===== src/rtl/flash_stream_loader.sv =====
// SPI-flash streamer: issues READ (0x03) at a slot base address and packs the
// returned bytes little-endian into DATA_BYTES-wide words behind a ready/valid register.
module flash_stream_loader #(
  parameter logic [23:0] BASE_ADDR  = 24'h400000,
  parameter int          SLOT_BITS  = 4,
  parameter int          SLOT_SHIFT = 18,
  parameter int          LEN_BITS   = 22,
  parameter int          DATA_BYTES = 1,
  parameter int          CLK_DIV    = 2,
  parameter int          CS_GAP     = 4
) (
  input  logic                    i_clock,
  input  logic                    i_reset,
  input  logic                    i_start,
  input  logic [SLOT_BITS-1:0]    i_slot,
  input  logic [LEN_BITS-1:0]     i_length,
  output logic                    o_busy,
  output logic                    o_done,
  output logic                    o_flash_csn,
  output logic                    o_flash_sck,
  output logic                    o_flash_mosi,
  input  logic                    i_flash_miso,
  output logic [8*DATA_BYTES-1:0] o_out_data,
  output logic [LEN_BITS-1:0]     o_out_addr,
  output logic                    o_out_valid,
  input  logic                    i_out_ready,
  output logic                    o_out_last
);
  localparam int WW   = 8 * DATA_BYTES;
  localparam int DIVW = (CLK_DIV > 1) ? $clog2(CLK_DIV) : 1;
  localparam int GAPW = $clog2(CS_GAP + 1);
  localparam int BIW  = (DATA_BYTES > 1) ? $clog2(DATA_BYTES) : 1;

  typedef enum logic [2:0] {S_IDLE, S_GAP, S_CMD, S_ADDR, S_DATA, S_HOLD, S_FINISH} state_t;
  state_t r_state, w_state_nx;

  logic                 r_busy, r_done, r_csn, r_sck;
  logic [DIVW-1:0]      r_div;
  logic [GAPW-1:0]      r_gap;
  logic [4:0]           r_bitcnt;
  logic [31:0]          r_sh_out;
  logic [7:0]           r_sh_in;
  logic [SLOT_BITS-1:0] r_slot;
  logic [LEN_BITS-1:0]  r_left, r_waddr, r_out_addr;
  logic [BIW-1:0]       r_bidx;
  logic [WW-1:0]        r_word, r_out_data;
  logic                 r_pend, r_pend_last, r_out_valid, r_out_last;

  logic w_run, w_tick, w_rise, w_fall, w_gap_end, w_cmd_end, w_addr_end, w_byte_end;
  logic w_last_byte, w_word_done, w_free, w_load_now, w_load_pend;
  logic [23:0]   w_faddr;
  logic [31:0]   w_hdr;
  logic [WW-1:0] w_word_val;

  assign w_run       = (r_state == S_CMD) || (r_state == S_ADDR) || (r_state == S_DATA);
  assign w_tick      = (r_div == DIVW'(CLK_DIV - 1));
  assign w_rise      = w_run && w_tick && !r_sck;
  assign w_fall      = w_run && w_tick && r_sck;
  assign w_gap_end   = (r_state == S_GAP) && (r_gap == GAPW'(CS_GAP - 1));
  assign w_cmd_end   = (r_state == S_CMD) && w_fall && (r_bitcnt == 5'd7);
  assign w_addr_end  = (r_state == S_ADDR) && w_fall && (r_bitcnt == 5'd23);
  assign w_byte_end  = (r_state == S_DATA) && w_fall && (r_bitcnt == 5'd7);
  assign w_last_byte = (r_left == LEN_BITS'(1));
  assign w_word_done = w_byte_end && (w_last_byte || (r_bidx == BIW'(DATA_BYTES - 1)));
  assign w_free      = !r_out_valid || i_out_ready;
  assign w_load_now  = w_word_done && w_free;
  assign w_load_pend = r_pend && w_free;
  assign w_faddr     = BASE_ADDR + (24'(r_slot) << SLOT_SHIFT);
  assign w_hdr       = {8'h03, w_faddr};
  assign w_word_val  = r_word | (WW'(r_sh_in) << {r_bidx, 3'b000});

  always_comb begin
    w_state_nx = r_state;
    case (r_state)
      S_IDLE:   if (i_start) w_state_nx = (i_length == '0) ? S_FINISH : S_GAP;
      S_GAP:    if (w_gap_end) w_state_nx = S_CMD;
      S_CMD:    if (w_cmd_end) w_state_nx = S_ADDR;
      S_ADDR:   if (w_addr_end) w_state_nx = S_DATA;
      S_DATA: begin
        // a completed word that cannot be stored parks the bus on a byte boundary
        if (w_byte_end) begin
          if (w_last_byte)                 w_state_nx = S_FINISH;
          else if (w_word_done && !w_free) w_state_nx = S_HOLD;
        end
      end
      S_HOLD:   if (w_free) w_state_nx = S_DATA;
      S_FINISH: if (!r_pend && w_free) w_state_nx = S_IDLE;
      default:  w_state_nx = S_IDLE;
    endcase
  end

  always_ff @(posedge i_clock) begin
    if (i_reset) begin
      r_state     <= S_IDLE;
      r_busy      <= 1'b0;
      r_done      <= 1'b0;
      r_csn       <= 1'b1;
      r_sck       <= 1'b0;
      r_div       <= '0;
      r_gap       <= '0;
      r_bitcnt    <= '0;
      r_sh_out    <= '0;
      r_sh_in     <= '0;
      r_slot      <= '0;
      r_left      <= '0;
      r_bidx      <= '0;
      r_word      <= '0;
      r_waddr     <= '0;
      r_pend      <= 1'b0;
      r_pend_last <= 1'b0;
      r_out_valid <= 1'b0;
      r_out_last  <= 1'b0;
      r_out_data  <= '0;
      r_out_addr  <= '0;
    end else begin
      r_state <= w_state_nx;
      r_done  <= 1'b0;
      r_csn   <= !(w_state_nx inside {S_CMD, S_ADDR, S_DATA, S_HOLD});
      r_gap   <= (r_state == S_GAP) ? r_gap + GAPW'(1) : '0;

      if ((r_state == S_IDLE) && i_start) begin
        r_busy  <= 1'b1;
        r_slot  <= i_slot;
        r_left  <= i_length;
        r_bidx  <= '0;
        r_word  <= '0;
        r_waddr <= '0;
        r_pend  <= 1'b0;
      end
      if ((r_state == S_FINISH) && (w_state_nx == S_IDLE)) begin
        r_busy <= 1'b0;
        r_done <= 1'b1;
      end

      // csn drops with sck low, so the first rise is a full half-period later
      if (w_gap_end) begin
        r_sh_out <= w_hdr;
        r_bitcnt <= '0;
        r_div    <= '0;
        r_sck    <= 1'b0;
      end else if (w_run) begin
        r_div <= w_tick ? '0 : r_div + DIVW'(1);
        if (w_rise) begin
          r_sck   <= 1'b1;
          r_sh_in <= {r_sh_in[6:0], i_flash_miso};
        end
        if (w_fall) begin
          r_sck    <= 1'b0;
          r_sh_out <= {r_sh_out[30:0], 1'b0};
          r_bitcnt <= (w_cmd_end || w_addr_end || w_byte_end) ? '0 : r_bitcnt + 5'd1;
        end
      end else begin
        r_div <= '0;
        r_sck <= 1'b0;
      end

      if (w_byte_end) begin
        r_left <= r_left - LEN_BITS'(1);
        if (w_word_done) begin
          r_bidx      <= '0;
          r_word      <= w_free ? '0 : w_word_val;
          r_pend      <= !w_free;
          r_pend_last <= w_last_byte;
        end else begin
          r_bidx <= r_bidx + BIW'(1);
          r_word <= w_word_val;
        end
      end

      if (w_load_pend) begin
        r_pend <= 1'b0;
        r_word <= '0;
      end
      if (w_load_now || w_load_pend) begin
        r_out_valid <= 1'b1;
        r_out_data  <= w_load_now ? w_word_val : r_word;
        r_out_last  <= w_load_now ? w_last_byte : r_pend_last;
        r_out_addr  <= r_waddr;
        r_waddr     <= r_waddr + LEN_BITS'(DATA_BYTES);
      end else if (r_out_valid && i_out_ready) begin
        r_out_valid <= 1'b0;
      end
    end
  end

  assign o_busy       = r_busy;
  assign o_done       = r_done;
  assign o_flash_csn  = r_csn;
  assign o_flash_sck  = r_sck;
  assign o_flash_mosi = r_sh_out[31];
  assign o_out_data   = r_out_data;
  assign o_out_addr   = r_out_addr;
  assign o_out_valid  = r_out_valid;
  assign o_out_last   = r_out_last;
endmodule


===== config.mk =====
export PLATFORM = sky130hd
export DESIGN_NAME = flash_stream_loader
export DESIGN_NICKNAME = d
export VERILOG_FILES = /design/src/rtl/flash_stream_loader.sv
export SDC_FILE = /design/constraint.sdc
export NUM_CORES = 1
export LEC_CHECK = 0
export ABC_AREA = 1
export CAP_MARGIN = 40
export CORE_UTILIZATION = 61
export DETAILED_ROUTE_END_ITERATION = 6
export GPL_TIMING_DRIVEN = 0
export PLACE_DENSITY = 0.85
export SKIP_LAST_GASP = 1
export SLEW_MARGIN = 20
export SYNTH_ARGS = -nofsm -noshare
export SYNTH_HDL_FRONTEND = slang
export SYNTH_SLANG_ARGS = --single-unit

===== constraint.sdc =====
create_clock -name i_clock -period 3 [get_ports i_clock]
set_input_delay 0.6 -clock i_clock [delete_from_list [all_inputs] [get_ports i_clock]]
set_output_delay 0.6 -clock i_clock [all_outputs]
set_load 0.02 [all_outputs]

==> flow_metrics.tcl, run 1 <==
set metrics [dict create \
    status "finished, final reports clean" \
    synth_top_cell_by_area "dfxtp_1" \
    cp-start-kind "register" \
    postSynthCellCount 985 \
    num_antenna_cells 0 \
    syn_avg_cell_area_sq_um 6.621 \
    dieArea_sq_um 11110 \
    critPathTopFamily "buffers and inverters" \
    finClkSkew_ns 0.008156 \
    yosysTopAreaCellShare_pct 39.60 \
    synth_flop_cell "dfxtp_1" \
    maxSlewViolCount 0 \
    crit_type "reg2out" \
    dp_slack_ns 0.3478 \
    syn_to_final_growth_pct 21.74 \
    synth_edf_count 0 \
    max_freq_mhz 448.3 \
    finalWirelength_mm 17.37 \
    placed_cell_area_sq_um 7362 \
    ios 68 \
    final-hold-violation-count 0 \
    slowest_stage "clkdlybuf4s50_1" \
    core-area_sq_um 10320 \
    pwr-share-clk_pct 49.0 \
    portBuffers 67 \
    ys_warn_count 0 \
    cp-end-kind "primary output" \
    synthTopCellsByArea "dfxtp_1, nand2_1, nor2_1" \
    ys_ff_latch 129 \
    cts_sinks 129 \
    cts_tree "done" \
    crit_chain "clkdlybuf4s50_1" \
    crit_fanout 5 \
    final_nets 1108 \
    die_w_um 105.4 \
    vias 6678 \
    cts_root_buf "clkbuf_8" \
    p_switching_mw 0.9875 \
    period_needed_ns 2.231 \
    wl_met1_mm 7.566 \
    drive_gt1_share_pct 7.024 \
    worstSkewPairLatency_ns 0.54 \
    grt_pass1_wl_mm 28.58 \
    wl_met3_mm 1.327 \
    firstDrtPassIters 5 \
    ys_top_cells_by_count "nand2_1, nor2_1, dfxtp_1, inv_1, a21oi_1" \
    max_stage_delay_ns 0.65 \
    ys_seq_area_share_pct 39.60 \
    synth_most_common_cell "nand2_1" \
    setup_viol 0 \
    cts_max_level 4 \
    required_ns 2.40 \
    gp_congestion 0.9242 \
    setup_slack_ns 0.7693 \
    whs_ns 0.4336 \
    tightest_slew_ns 0.6986 \
    clk_pin_slew_ns 0.06 \
    cp.buffers_inverters 1 \
    netlist_area_sq_um 6521 \
    cp.arrival_ns 1.63 \
    grt_max_degree 17 \
    final_util_pct 76.90 \
    cts_buffers 17 \
    slew_headroom_pct 53.25 \
    dp_hpwl_mm 12.05 \
    final_cell_count_no_fill 1218 \
    die_h_um 105.4 \
    antenna_found_initial 0 \
    wl_per_cell_um 14.26 \
    rsz0062_at_grt "false" \
    num_rows 37 \
    gr-total-overflow 0 \
    ant_nets 0 \
    cts_setup_buffers 0 \
    power_density_nw_per_um2 527.1 \
    finalSetupTns_ns 0 \
    share_seq_of_total_power_pct 42.3 \
    leakage_nw 3.316 \
    placedCellCount 1188 \
    p_int_mw 3.197 \
    grt_usage_pct 32.75 \
    start_util_pct 63.17 \
    p_sw_share_pct 23.60 \
    drcViolationCount 0 \
    hold_buffers 0 \
    power_mw 4.185 \
    ys_async_sr_fraction_pct 0 \
    pwr-share-comb_pct 8.7 \
    fin_area_sq_um 7939 \
    synthDistinctLibCells 32 \
    period_share_pct 74.36 \
    drv_cap 0 \
    syn_nets 1022 \
    cts_resized 0 \
    wl_met2_mm 7.987 \
    drt_iter0_drc 660 \
    clock_path_buffers 2 \
    ir_drop_mv 0.4816 \
    top_layer "met4" \
    grt_pass1_vias 6174 \
    viasPerCell 5.483 \
    min_path_type "reg2reg" \
    fillers 808 \
]
layer usage:
layer | track usage (%) | vias up
li1 | - | 3354
met1 | 40.55 | 3010
met2 | 52.49 | 267
met3 | 8.844 | 47
met4 | 16.20 | 0
met5 | 0 | -
worst register-to-register path, delay by kind of cell, from the launching register on:
family / cells / cell delay (ns)
AND/OR/NAND/NOR: 7 / 1.16
adder cells (fa/ha/maj): 1 / 0.20
buffers and inverters: 1 / 0.08
flip-flops: 1 / 0.37
AO/OA/AOI/OAI: 1 / 0.13
logic make-up (layout without fill, tap and decap cells):
group                      after synthesis  count (layout)  share of synthesized area [%]
and+or+nand+nor                        540             540                          35.23
AOI/OAI and AO/OA                      157             157                          12.61
buffers and inverters                  133             230                          8.730
DFF                                    129             129                          39.60
xor gates and xnor gates                20              20                          2.686
adders and majority gates                6               6                          1.151
final timing paths:
path / slack (ns) / endpoint / cells after the start / startpoint
setup reg to reg: 0.94 / r_word[3] / 10 / r_bitcnt[0]
hold / removal: 0.43 / r_gap[0] / 1 / r_gap[0]
setup / recovery: 0.77 / o_flash_sck / 1 / o_flash_sck
hold reg to reg: 0.43 / r_gap[0] / 1 / r_gap[0]
cells in the final DEF, fill, tap and decap left out, types with 2 or more instances in the layout:
master and count:
xor2_1 10, o211ai_1 3, clkdlybuf4s50_1 67, buf_1 2, clkbuf_1 21, bufinv_16 3, nand3_1 58, buf_2 14
or2_2 4, buf_6 5, o21bai_1 8, nand2_1 260, clkbuf_8 4, ha_1 6, inv_2 10, buf_4 4
clkbuf_16 16, dfxtp_1 129, xnor2_1 10, nor2_2 4, a21oi_1 81, nor2_1 155, a31oi_1 4, o21ai_0 60
nand3_2 3, nor2_4 3, inv_1 82, nand3b_1 2, nand4_1 33, nand2_2 2, nor3_1 12
registers in the layout (all words and copies together) (netlist names):
name	count
o_busy	1
o_done	1
o_flash_csn	1
o_flash_sck	1
o_out_addr	22
o_out_data	8
o_out_last	1
o_out_valid	1
r_bidx	1
r_bitcnt	5
r_div	1
r_gap	3
r_left	22
r_pend	1
r_pend_last	1
r_sh_in	8
r_sh_out	14
r_slot	4
r_state	3
r_waddr	22
r_word	8
power groups by stage:
| stage | logic, mW | registers (mW) | clock network (mW) |
|---|---|---|---|
| CTS | 0.358 | 1.77 | 2.06 |
| global route | 0.406 | 1.77 | 2.14 |
| detailed placement | 0.352 | 1.80 | 0 |
| floorplan | 0.235 | 1.80 | 0 |
| finish | 0.364 | 1.77 | 2.05 |
| global placement | 0.346 | 1.80 | 0 |
cell type report:
cell class | count | area (sq um) | area share, %
well taps | 136 | 170.2 | 2.143
inverters | 92 | 345.3 | 4.350
clock inverters | 5 | 102.6 | 1.292
plain buffers | 41 | 224.0 | 2.821
repair buffers | 67 | 670.6 | 8.448
flip-flops and latches | 129 | 2582 | 32.53
clock buffers | 25 | 474.2 | 5.973
multi-input cells | 723 | 3369 | 42.44
Power figures use the tool's default switching activity.
==> inputs of run 2 (changes only) <==
--- a/config.mk
+++ b/config.mk
@@ -7,10 +7,10 @@
 export LEC_CHECK = 0
 export ABC_AREA = 1
 export CAP_MARGIN = 40
-export CORE_UTILIZATION = 61
+export CORE_UTILIZATION = 57
 export DETAILED_ROUTE_END_ITERATION = 6
 export GPL_TIMING_DRIVEN = 0
-export PLACE_DENSITY = 0.85
+export PLACE_DENSITY = 0.8
 export SKIP_LAST_GASP = 1
 export SLEW_MARGIN = 20
 export SYNTH_ARGS = -nofsm -noshare
==> constraint.sdc (replaced) <==
create_clock -name i_clock -period 2.3 [get_ports i_clock]
set_input_delay 0.46 -clock i_clock [delete_from_list [all_inputs] [get_ports i_clock]]
set_output_delay 0.46 -clock i_clock [all_outputs]
set_load 0.02 [all_outputs]
==> run 2 against run 1 <==
  * Global-route usage shrank 2.1 points
  * Count of clock-buffer cells in the layout shrank 2
  * Wire length shrank 1.8%
  * Die area grew 6.9%
  * Design area is essentially flat
  * Utilization shrank 4.7 points
  * Critical path type is now reg2reg
  * Critical endpoint is now r_word[4]
  * Largest cell class unchanged
==> flow_metrics.tcl, run 2 (synthesized netlist as in run 1, its figures left out) <==
set metrics [dict create \
    status "finished, final reports clean" \
    placedCellCount 1192 \
    min_path_type "reg2reg" \
    wl_per_cell_um 13.94 \
    vias 6630 \
    grt_pass1_vias 6040 \
    cts_resized 0 \
    max_freq_mhz 482.8 \
    mostFrequentLayoutCell "nand2_1" \
    tightest_slew_ns 0.7057 \
    finClkSkew_ns 0.01329 \
    grt_usage_pct 30.61 \
    power_density_nw_per_um2 674.7 \
    multi_input_area_sq_um 3369 \
    fillers 914 \
    die_w_um 109.0 \
    finalWirelength_mm 17.06 \
    dp_hpwl_mm 12.13 \
    crit_type "reg2reg" \
    setup_viol 0 \
    period_needed_ns 2.071 \
    drive_gt1_share_pct 7.472 \
    final_nets 1108 \
    syn_to_final_growth_pct 21.68 \
    clock_path_buffers 2 \
    worstSkewPairLatency_ns 0.43 \
    layout_common_cells "nand2_1, nor2_1, dfxtp_1, inv_1, a21oi_1" \
    grt_pass1_wl_mm 27.83 \
    grt_max_degree 17 \
    gp_congestion 0.9517 \
    num_antenna_cells 0 \
    dp_slack_ns -0.1785 \
    core-area_sq_um 10980 \
    dieArea_sq_um 11870 \
    drcViolationCount 0 \
    setup_slack_ns 0.2286 \
    die_h_um 109.0 \
    final_cell_count_no_fill 1224 \
    crit_chain "ha_1 -> nand3_1 -> nor2_2 -> nand2_1 -> nor2_4 -> nand2_1 -> inv_2 -> nand2_1 -> nand2_1 -> a21oi_1" \
    start_util_pct 59.38 \
    cp.arrival_ns 2.36 \
    crit_fanout 8 \
    portBuffers 67 \
    cp_common_cell "nand2_1" \
    viasPerCell 5.417 \
    cts_setup_buffers 0 \
    ir_drop_mv 0.8503 \
    gr-total-overflow 0 \
    ios 68 \
    antenna_found_initial 0 \
    rsz0062_at_grt "false" \
    cts_root_buf "clkbuf_16" \
    ant_nets 0 \
    cp-end-kind "register" \
    clk_pin_slew_ns 0.05 \
    hold_buffers 0 \
    slowest_stage "dfxtp_1" \
    num_rows 38 \
    drv_cap 0 \
    cp-start-kind "register" \
    required_ns 2.59 \
    firstDrtPassIters 5 \
    power_mw 5.354 \
    final-hold-violation-count 0 \
    cts_sinks 129 \
    cts_buffers 17 \
    cts_max_level 4 \
    slew_headroom_pct 52.78 \
    max_stage_delay_ns 0.37 \
    whs_ns 0.4182 \
    maxSlewViolCount 0 \
    cts_tree "done" \
    final_util_pct 72.25 \
    drt_iter0_drc 590 \
    regArea_sq_um 2582 \
    leakage_nw 3.321 \
    period_share_pct 90.06 \
]
==> run 2: cell type report <==
class	count	share of cell area, %
timing repair buffer	67	8.452
sequential	129	32.54
buffer	41	2.822
clock buffer	23	6.149
inverter	92	4.352
clock inverter	9	1.009
multi-input combinational	723	42.46
tap	140	2.208
==> run 2: worst max-delay path, delay by kind of cell (launching register included) <==
family | cells | cell delay [ns]
compound gates | 1 | 0.11
simple gates | 7 | 1.16
buf+inv | 1 | 0.08
fa+ha+maj | 1 | 0.20
flops | 1 | 0.37
==> run 2: per-stage QoR <==
step | setup TNS (ns) | instance area [sq um]
global placement | -5.445 | 7367
global route | 0 | 7935
detailed placement | -6.397 | 7367
floorplan | 0 | 6521
finish | 0 | 7935
CTS | 0 | 7935
==> run 2: report_power, final <==
part	switching, mW	leakage [nW]	internal (mW)
combinational	0.302	1.99	0.174
sequential	0.0335	1.04	2.27
clock	0.979	0.283	1.59
total	1.31	3.32	4.04
==> run 2: layer usage <==
metal	part of all wire (%)	track usage, %	vias up
li1	-	-	3352
met2	45	48.47	264
met4	2.0	13.13	0
met1	44	39.06	2985
met5	0	0	-
met3	8.9	8.249	29
==> run 2: path summary, 6_finish.rpt <==
path	startpoint	end	slack [ns]	depth (start not counted)
max	r_bitcnt[0]	r_word[4]	0.23	10
min	r_gap[0]	r_gap[0]	0.42	1
max reg2reg	r_bitcnt[0]	r_word[4]	0.23	10
min reg2reg	r_gap[0]	r_gap[0]	0.42	1
==> inputs of run 3 (changes only) <==
==> constraint.sdc (replaced) <==
create_clock -name i_clock -period 1.95 [get_ports i_clock]
set_input_delay 0.39 -clock i_clock [delete_from_list [all_inputs] [get_ports i_clock]]
set_output_delay 0.39 -clock i_clock [all_outputs]
set_load 0.02 [all_outputs]
==> run 3 against run 2 <==
  * Flip-flop and latch count stayed put
  * First-iteration DRC count grew 7.6%
  * Hold slack hardly changed
  * Worst setup slack worse by 0.12 ns
  * Critical path depth is 1 higher
  * Wire length is 1.6% higher
  * Sequential share of layout area fell by 0.30 points
  * Sequential power up 18%
  * Final cell count grew 0.16%
  * Critical endpoint is now r_left[5]
  * Highest routed layer unchanged
==> flow_metrics.tcl, run 3 (synthesized netlist as in run 1, its figures left out) <==
set metrics [dict create \
    antenna_found_initial 0 \
    gp_congestion 0.9517 \
    portBuffers 67 \
    maxSlewViolCount 0 \
    cts_buffers 17 \
    cts_tree "done" \
    grt_pass1_vias 6055 \
    start_util_pct 59.38 \
    cts_root_buf "clkbuf_16" \
    slowest_stage "dfxtp_1" \
    max_stage_delay_ns 0.35 \
    finClkSkew_ns 0.007851 \
    grt_pass1_wl_mm 27.89 \
    leakage_nw 3.364 \
    power_mw 6.335 \
    ios 68 \
    layout_common_cells "nand2_1, nor2_1, dfxtp_1, a21oi_1, inv_1" \
    period_needed_ns 1.846 \
    hold_buffers 0 \
    final-hold-violation-count 0 \
    drt_iter0_drc 635 \
    required_ns 2.32 \
    syn_to_final_growth_pct 22.87 \
    mostFrequentLayoutCell "nand2_1" \
    period_share_pct 94.67 \
    cp-start-kind "register" \
    grt_max_degree 17 \
    tightest_slew_ns 0.6169 \
    drcViolationCount 0 \
    crit_type "reg2reg" \
    status "finished, final reports clean" \
    pwr-share-clk_pct 48.1 \
    dp_slack_ns -0.4585 \
    die_w_um 109.0 \
    wl_per_cell_um 14.14 \
    firstDrtPassIters 5 \
    drive_gt1_share_pct 9.024 \
    gr-total-overflow 0 \
    die_h_um 109.0 \
    clock_path_buffers 2 \
    vias 6647 \
    crit_fanout 10 \
    core-area_sq_um 10980 \
    dieArea_sq_um 11870 \
    share_seq_of_total_power_pct 42.9 \
    p_switching_mw 1.568 \
    setup_slack_ns 0.1039 \
    slew_headroom_pct 58.88 \
    cp.arrival_ns 2.22 \
    dp_hpwl_mm 12.13 \
    crit_chain "ha_1 -> nand3_1 -> nor2_4 -> inv_2 -> nor2_4 -> buf_4 -> buf_2 -> o21ai_0 -> nand3_1 -> nand2_1 -> inv_1" \
    p_sw_share_pct 24.75 \
    whs_ns 0.4182 \
    ir_drop_mv 1.003 \
    max_freq_mhz 541.7 \
    finalWirelength_mm 17.34 \
    min_path_type "reg2reg" \
    p_int_mw 4.767 \
    grt_usage_pct 30.68 \
    finalSetupTns_ns 0 \
    num_rows 38 \
    pwr-share-comb_pct 8.9 \
    placed_cell_area_sq_um 7367 \
    fin_area_sq_um 8013 \
    cp-end-kind "register" \
    clk_pin_slew_ns 0.06 \
    cts_max_level 4 \
    worstSkewPairLatency_ns 0.43 \
    drv_cap 0 \
    setup_viol 0 \
    num_antenna_cells 0 \
    power_density_nw_per_um2 790.6 \
    cts_sinks 129 \
    ant_nets 0 \
    final_nets 1110 \
    rsz0062_at_grt "true" \
    viasPerCell 5.422 \
]
==> run 3: cell count changes in the layout (fill, tap and decap cells not counted), sizes merged <==
cell | previous run | this run
buf | 25 | 28
clkbuf | 39 | 38
clkdlybuf4s50 | 67 | 66
dlymetal6s2s | 0 | 1
==> run 3: final cells by class <==
type                            instances  area, sq um
Multi-Input combinational cell        723         3421
Fill cell                             916         2970
Sequential cell                       129         2584
Timing Repair Buffer                   70        695.7
Clock buffer                           23        488.0
Inverter                               92        345.3
Buffer                                 40        224.0
Tap cell                              140        175.2
Clock inverter                          9        80.08
==> run 3: final timing paths <==
kind | startpoint | to | slack [ns] | cells past startpoint
max | r_bitcnt[1] | r_left[5] | 0.10 | 11
max reg2reg | r_bitcnt[1] | r_left[5] | 0.10 | 11
min reg2reg | r_gap[0] | r_gap[0] | 0.42 | 1
min | r_gap[0] | r_gap[0] | 0.42 | 1
==> run 3: power groups by stage <==
stage	Clock, mW	Combinational (mW)	Sequential (mW)
final	3.05	0.567	2.72
after global routing	3.17	0.623	2.72
after CTS	3.05	0.551	2.72
after detailed placement	0	0.543	2.77
after global placement	0	0.534	2.77
after floorplan	0	0.361	2.77
==> run 3: what timing repair did <==
action,in CTS,in global routing
resized for setup,2,21
hold endpoints to repair,0,0
endpoints found under the setup margin,24,85
pin swaps,1,2
buffers inserted,2,1
==> run 3: worst max-delay path: cells and delay by family (launching register included) <==
family          cells  cell delay [ns]
fa+ha+maj           1             0.19
compound gates      1             0.13
buf+inv             4             0.50
simple gates        5             0.61
flops               1             0.35
==> run 3: through the flow <==
step / utilization [%] / instances
after detailed placement: 67.08 / 1192
after global routing: 72.96 / 1226
after floorplan: - / 985
final: 72.96 / 1226
after global placement: 67.08 / 1192
after CTS: 72.45 / 1226
==> run 3: metal layers <==
layer  track usage (%)  up-vias  share of wire (%)
met5                 0        -                  0
met4             12.64        0                1.9
met3             8.368       30                8.7
met2             48.61      253                 45
met1             39.25     2999                 44
li1                  -     3365                  -
